[src/rtl/fifo_senior_if.sv]
// Port bundle for fifo_senior. It carries the write/read requests, the read data, the occupancy and status flags, and the sticky error flags.
// The slave modport is the FIFO side. The master modport is the producer/consumer side.
interface fifo_senior_if #(
    parameter int DATA_W = 8,
    parameter int DEPTH  = 16
);
    localparam int CNT_W = $clog2(DEPTH) + 1;

    logic              write_i;
    logic [DATA_W-1:0] data_i;
    logic              read_i;
    logic              clr_err_i;
    logic [DATA_W-1:0] data_o;
    logic              valid_o;
    logic              full_o;
    logic              empty_o;
    logic              almost_full_o;
    logic              almost_empty_o;
    logic [CNT_W-1:0]  count_o;
    logic              overflow_o;
    logic              underflow_o;

    modport slave (
        input  write_i, data_i, read_i, clr_err_i,
        output data_o, valid_o, full_o, empty_o, almost_full_o, almost_empty_o,
               count_o, overflow_o, underflow_o
    );

    modport master (
        output write_i, data_i, read_i, clr_err_i,
        input  data_o, valid_o, full_o, empty_o, almost_full_o, almost_empty_o,
               count_o, overflow_o, underflow_o
    );
endinterface

[src/rtl/fifo_senior.sv]
// Single-clock elastic FIFO. Read latency is one cycle (FWFT=0), or the head is shown combinationally (FWFT=1).
// A write is refused when the FIFO is full unless a pop happens in the same cycle. A read is refused when it is empty. Both refusals set sticky flags.
module fifo_senior #(
    parameter int DATA_W     = 8,
    parameter int DEPTH      = 16,
    parameter int FWFT       = 0,
    parameter int AFULL_LVL  = 14,
    parameter int AEMPTY_LVL = 2
) (
    input  logic         clk_i,
    input  logic         rst_i,
    fifo_senior_if.slave bus
);
    localparam int               PTR_W    = $clog2(DEPTH);
    localparam int               CNT_W    = PTR_W + 1;
    localparam logic [CNT_W-1:0] CNT_FULL = CNT_W'(DEPTH);
    localparam logic [CNT_W-1:0] CNT_AF   = CNT_W'(AFULL_LVL);
    localparam logic [CNT_W-1:0] CNT_AE   = CNT_W'(AEMPTY_LVL);

    logic [DATA_W-1:0] mem_q [DEPTH];
    logic [PTR_W-1:0]  wr_ptr_q, wr_ptr_d;
    logic [PTR_W-1:0]  rd_ptr_q, rd_ptr_d;
    logic [CNT_W-1:0]  count_q, count_d;
    logic              overflow_q, overflow_d;
    logic              underflow_q, underflow_d;
    logic              full, empty;
    logic              rd_acc, wr_acc;
    logic [DATA_W-1:0] head_dat;

    // The flags come only from the registered count, so no input reaches a status output combinationally.
    assign full     = (count_q == CNT_FULL);
    assign empty    = (count_q == '0);
    assign head_dat = mem_q[rd_ptr_q];

    always_comb begin
        rd_acc      = bus.read_i && !empty;
        wr_acc      = bus.write_i && (!full || rd_acc);
        wr_ptr_d    = wr_ptr_q;
        rd_ptr_d    = rd_ptr_q;
        count_d     = count_q;
        overflow_d  = overflow_q && !bus.clr_err_i;
        underflow_d = underflow_q && !bus.clr_err_i;

        if (wr_acc) wr_ptr_d = wr_ptr_q + PTR_W'(1);
        if (rd_acc) rd_ptr_d = rd_ptr_q + PTR_W'(1);

        case ({wr_acc, rd_acc})
            2'b10:   count_d = count_q + CNT_W'(1);
            2'b01:   count_d = count_q - CNT_W'(1);
            default: count_d = count_q;
        endcase

        // A new error in the same cycle as a clear leaves the flag set.
        if (bus.write_i && !wr_acc) overflow_d  = 1'b1;
        if (bus.read_i  && !rd_acc) underflow_d = 1'b1;
    end

    always_ff @(posedge clk_i or posedge rst_i) begin
        if (rst_i) begin
            wr_ptr_q    <= '0;
            rd_ptr_q    <= '0;
            count_q     <= '0;
            overflow_q  <= 1'b0;
            underflow_q <= 1'b0;
        end else begin
            wr_ptr_q    <= wr_ptr_d;
            rd_ptr_q    <= rd_ptr_d;
            count_q     <= count_d;
            overflow_q  <= overflow_d;
            underflow_q <= underflow_d;
        end
    end

    // The storage array has no reset. A slot is only read after it has been written.
    always_ff @(posedge clk_i) begin
        if (wr_acc) mem_q[wr_ptr_q] <= bus.data_i;
    end

    if (FWFT != 0) begin : g_fwft
        assign bus.data_o  = head_dat;
        assign bus.valid_o = !empty;
    end else begin : g_reg
        logic [DATA_W-1:0] rd_dat_q, rd_dat_d;
        logic              rd_vld_q, rd_vld_d;

        always_comb begin
            rd_vld_d = rd_acc;
            rd_dat_d = rd_dat_q;
            if (rd_acc) rd_dat_d = head_dat;
        end

        always_ff @(posedge clk_i or posedge rst_i) begin
            if (rst_i) begin
                rd_dat_q <= '0;
                rd_vld_q <= 1'b0;
            end else begin
                rd_dat_q <= rd_dat_d;
                rd_vld_q <= rd_vld_d;
            end
        end

        assign bus.data_o  = rd_dat_q;
        assign bus.valid_o = rd_vld_q;
    end

    assign bus.full_o         = full;
    assign bus.empty_o        = empty;
    assign bus.almost_full_o  = (count_q >= CNT_AF);
    assign bus.almost_empty_o = (count_q <= CNT_AE);
    assign bus.count_o        = count_q;
    assign bus.overflow_o     = overflow_q;
    assign bus.underflow_o    = underflow_q;
endmodule

[src/flat_wrapper.sv]
// flat-port wrapper written by rule: the top's interface ports become plain ports
module fifo_senior_flat 
#(
    parameter int DATA_W     = 8,
    parameter int DEPTH      = 16,
    parameter int FWFT       = 0,
    parameter int AFULL_LVL  = 14,
    parameter int AEMPTY_LVL = 2
)
  (clk_i, rst_i, bus_write_i, bus_data_i, bus_read_i, bus_clr_err_i, bus_data_o, bus_valid_o, bus_full_o, bus_empty_o, bus_almost_full_o, bus_almost_empty_o, bus_count_o, bus_overflow_o, bus_underflow_o);
  fifo_senior_if #(.DATA_W(DATA_W), .DEPTH(DEPTH)) bus_i ();
  input  logic clk_i;
  input  logic rst_i;
  input wire logic [$bits(bus_i.write_i)-1:0] bus_write_i;
  input wire logic [$bits(bus_i.data_i)-1:0] bus_data_i;
  input wire logic [$bits(bus_i.read_i)-1:0] bus_read_i;
  input wire logic [$bits(bus_i.clr_err_i)-1:0] bus_clr_err_i;
  output wire logic [$bits(bus_i.data_o)-1:0] bus_data_o;
  output wire logic [$bits(bus_i.valid_o)-1:0] bus_valid_o;
  output wire logic [$bits(bus_i.full_o)-1:0] bus_full_o;
  output wire logic [$bits(bus_i.empty_o)-1:0] bus_empty_o;
  output wire logic [$bits(bus_i.almost_full_o)-1:0] bus_almost_full_o;
  output wire logic [$bits(bus_i.almost_empty_o)-1:0] bus_almost_empty_o;
  output wire logic [$bits(bus_i.count_o)-1:0] bus_count_o;
  output wire logic [$bits(bus_i.overflow_o)-1:0] bus_overflow_o;
  output wire logic [$bits(bus_i.underflow_o)-1:0] bus_underflow_o;
  assign bus_i.write_i = bus_write_i;
  assign bus_i.data_i = bus_data_i;
  assign bus_i.read_i = bus_read_i;
  assign bus_i.clr_err_i = bus_clr_err_i;
  assign bus_data_o = bus_i.data_o;
  assign bus_valid_o = bus_i.valid_o;
  assign bus_full_o = bus_i.full_o;
  assign bus_empty_o = bus_i.empty_o;
  assign bus_almost_full_o = bus_i.almost_full_o;
  assign bus_almost_empty_o = bus_i.almost_empty_o;
  assign bus_count_o = bus_i.count_o;
  assign bus_overflow_o = bus_i.overflow_o;
  assign bus_underflow_o = bus_i.underflow_o;
  fifo_senior #(.DATA_W(DATA_W), .DEPTH(DEPTH), .FWFT(FWFT), .AFULL_LVL(AFULL_LVL), .AEMPTY_LVL(AEMPTY_LVL)) u_core (.clk_i(clk_i), .rst_i(rst_i), .bus(bus_i));
endmodule
[config.mk]
export PLATFORM = sky130hd
export DESIGN_NAME = fifo_senior_flat
export DESIGN_NICKNAME = d
export VERILOG_FILES = /design/src/rtl/fifo_senior_if.sv /design/src/rtl/fifo_senior.sv /design/src/flat_wrapper.sv
export SDC_FILE = /design/constraint.sdc
export NUM_CORES = 1
export LEC_CHECK = 0
export CAP_MARGIN = 30
export CORE_MARGIN = 2
export CORE_UTILIZATION = 62
export CTS_BUF_LIST = sky130_fd_sc_hd__clkbuf_4 sky130_fd_sc_hd__clkbuf_8
export CTS_CLUSTER_DIAMETER = 30
export DETAILED_ROUTE_END_ITERATION = 7
export HOLD_SLACK_MARGIN = 0.08
export PLACE_DENSITY = 0.88
export SYNTH_ARGS = -nofsm -noshare
export SYNTH_HDL_FRONTEND = slang
export SYNTH_SLANG_ARGS = --single-unit
export TNS_END_PERCENT = 30
[constraint.sdc]
create_clock -name clk_i -period 4.2 [get_ports clk_i]
set_clock_uncertainty 0.05 [all_clocks]
set_input_delay 0.84 -clock clk_i [delete_from_list [all_inputs] [get_ports clk_i]]
set_output_delay 0.84 -clock clk_i [all_outputs]
set_load 0.01 [all_outputs]
==> results by group <==
Synth
  • Asr flop ratio synth: 15.8%
  • Synth Flop Type: edfxtp_1
  • EDFF count, synth: 128
  • Post-synth cell types: 36
  • Seq cells post-synth: 152
  • Synth Instances: roughly 310
  • Area share of the largest cell type after synthesis: 62.9%
  • Post-synth net total: 337
  • Synth warn: 0
  • Synth area leaders: edfxtp_1 63%, dfrtp_1 9.8%, mux4_2 7.7%
  • Area leader, netlist: edfxtp_1
  • Seq/Total Area, Yosys: 72.7%
  • Post-synthesis cell area: a little over 0.006 mm2
  • Avg Synthesized Cell Area: 19.5 um2

Critical path
  • Reg-to-Reg Start: u_core.bus.count_o[0]
  • Worst Setup Start Kind: flop
  • Max FO, Critical Path: 7
  • Worst endpoint required time: 4.48 ns
  • Crit Path Category: reg -> reg
  • Reg2reg end: u_core.bus.count_o[4]
  • Reg2reg setup slack: ~0.80 ns
  • Critical Path Sink Type: flop
  • Reg2Reg Depth: 12
  • Arrival @ worst endpoint: 3.68 ns

Clocking
  • Hold-fix buffers, CTS: 0
  • Clock buffer depth: 2
  • Post CTS Setup Buffer Count: 0
  • Post-CTS resize count: 0
  • Num CTS Buffers: 17
  • CTS tree: yes
  • CTS H-tree depth: 4
  • Clk_lat worst skew: about 0.44 ns
  • Clock root buffer: clkbuf_8
  • Clk sinks: 152
  • Clock slew at reported path FFs: 0.08 ns

Final layout
  • Diode count: 0
  • Fillers: 570
  • Fin util: 72.3%
  • FF/Latch Area: 0.00445 mm2
  • Synth-to-layout area growth: 14.6%
  • Multi-input gate area: 0.00154 mm2
  • Layout cells sized above 1: between 20% and 30%
  • Nets: between 300 and 400

Pwr
  • Net Sw Frac: 30.5%
  • Clock power share: 25.0%
  • Leak pwr: 2.40 nW
  • Sequential Power Share: around 45%
  • Pwr dens: 663 mW/mm2
  • Net Sw Power: 0.00142 W
  • Maximum vdd drop: 0.000385 V
  • Logic gate share of total power: 30.0%
  • Int Pwr: 0.00323 W

Hold path
  • Worst Min Path Start: u_core.bus.overflow_o
  • Hold Crit Depth: 1
  • Hold Crit Endpoint: u_core.bus.overflow_o
  • Hold crit path type: reg -> reg

STA
  • Max Freq: 0.294 GHz
  • Period utilisation layout: 81.0%
  • Minimum clock period: 3.40 ns
  • Final Worst Setup Slack: about 0.8 ns
  • Final slew viol count: 0
  • Min Hold Slack: 0.481 ns
  • Worst-Margin Slew: approximately 0.9 ns
  • Setup TNS Final: 0 ns
  • Final setup fails: 0
  • Fin. Hold Viols: 0
  • Max-slew headroom: 38.5%
  • RSZ-0062 raised after global routing: no

Place
  • Dpl hpwl: 7.28 mm
  • Placer Congestion: 0.864
  • Setup WS pre-CTS: about 0.58 ns
  • I/O Buffers: 32

Route
  • Drt total wl: 11.6 mm
  • Routed Antenna Nets: 0
  • Drt drc: 0
  • Vias: 3104
  • Drt pass-1 iters: 5
  • Avg WL per Cell: 23.2 um
  • Drt initial violations: 322
  • Drt via density: approximately 6.2

Run
  • Max cap viols: 0

Floorplan
  • Die Span X: slightly above 100 um
  • Num rows: 36
  • Starting Density: 63.1%
  • # IOs: 33
  • Die area: 0.0107 mm2
  • Core area: 0.00968 mm2
  • Die Height: 103 um

Global routing
  • First-pass GRT wire length: 17.4 mm
  • Initial antenna violation count: 0
  • Number of global-route vias before repair: 3216
  • GRT Total Usage: 23.7%
  • Total gr overflow: 0
  • Largest net degree at the start of global routing: 26

Status
  • Status: completed
==> through the flow <==
step | instance area [um2] | total power (W) | cells
floorplan | 6110 | 0.00299 | 314
global placement | 6530 | 0.00338 | 467
detailed placement | 6580 | 0.00349 | 469
CTS | 7000 | 0.00465 | 501
global route | 7000 | 0.00483 | 501
finish | 7000 | 0.00465 | 501
==> power by group through the flow <==
stage / combinational, W / clock, W / sequential [W]
CTS: 0.00140 / 0.00116 / 0.00209
global placement: 0.00119 / 0 / 0.00218
finish: 0.00139 / 0.00116 / 0.00209
detailed placement: 0.00138 / 0 / 0.00212
global route: 0.00149 / 0.00123 / 0.00211
floorplan: 0.000965 / 0 / 0.00203
==> layout by cell type, fill, tap and decap left out, types with 11 or more instances in the layout <==
cell	count
edfxtp_1	128
clkbuf_8	18
clkdlybuf4s50_1	32
o22ai_1	16
inv_1	12
and2_1	12
a21oi_1	11
mux4_1	11
mux4_2	21
dfrtp_1	23
==> kinds of logic after synthesis <==
| group | after synthesis | share of synthesized area [%] |
|---|---|---|
| flops | 152 | 72.7 |
| xor+xnor | 10 | 1.43 |
| buf+inv | 26 | 2.13 |
| fa+ha+maj | 10 | 2.17 |
| mux | 42 | 14.3 |
| simple gates | 38 | 3.70 |
| compound gates | 36 | 3.58 |
==> Yosys cell counts (all sizes together) (2+ instances only) <==
cell	instances
xor2	3
edfxtp	128
nand2	8
o21ai	4
dfrtp	24
xnor2	7
buf	9
ha	9
inv	12
o22ai	16
and2	17
mux4	32
nor3b	2
clkbuf	5
mux2	9
nand4	2
a21oi	11
nand3	2
==> flip-flops by register name, indices dropped and copies added, names as in the netlist <==
name	flops
u_core.wr_ptr_q	4
u_core.rd_ptr_q	4
u_core.mem_q	128
u_core.bus.valid_o	1
u_core.bus.underflow_o	1
u_core.bus.count_o	5
u_core.bus.overflow_o	1
u_core.bus.data_o	8
==> area by class of cell <==
type | count | area share (%)
clock buffer | 19 | 3.64
multi-input combinational | 136 | 22.0
timing repair buffer | 36 | 5.47
inverter | 12 | 0.643
sequential | 152 | 63.5
clock inverter | 13 | 2.41
tap | 133 | 2.38
==> worst max-delay path by stage <==
stage                                     start               endpoint  slack, ns  cells past startpoint
after floorplan                      bus_read_i  u_core.bus.count_o[4]       1.17                     11
after global placement               bus_read_i  u_core.bus.count_o[4]       0.76                     11
after detailed placement             bus_read_i  u_core.bus.count_o[4]       0.58                     11
after CTS                 u_core.bus.count_o[0]  u_core.bus.count_o[4]       0.81                     12
after global routing      u_core.bus.count_o[0]  u_core.bus.count_o[4]       0.66                     12
final                     u_core.bus.count_o[0]  u_core.bus.count_o[4]       0.80                     12
==> metal layers <==
| metal | up-vias | track usage, % | part of all wire (%) |
|---|---|---|---|
| met5 | - | 0 | 0 |
| met4 | 0 | 10.0 | 2.7 |
| met3 | 33 | 6.65 | 7.9 |
| met2 | 162 | 38.8 | 51 |
| met1 | 1567 | 30.4 | 38 |
| li1 | 1342 | - | - |
==> worst max-delay path, stage by stage (launching register included) <==
cell and delay, ns:
dfrtp_1 0.46, nor4_1 0.51, nand2_1 0.13, o21a_1 0.26, inv_1 0.14, ha_1 0.24
inv_1 0.11, fa_1 0.42, nor2b_1 0.13, o21ai_0 0.12, nand3_1 0.12, or3b_2 0.45
xnor2_1 0.13
Power figures use the tool's default switching activity.
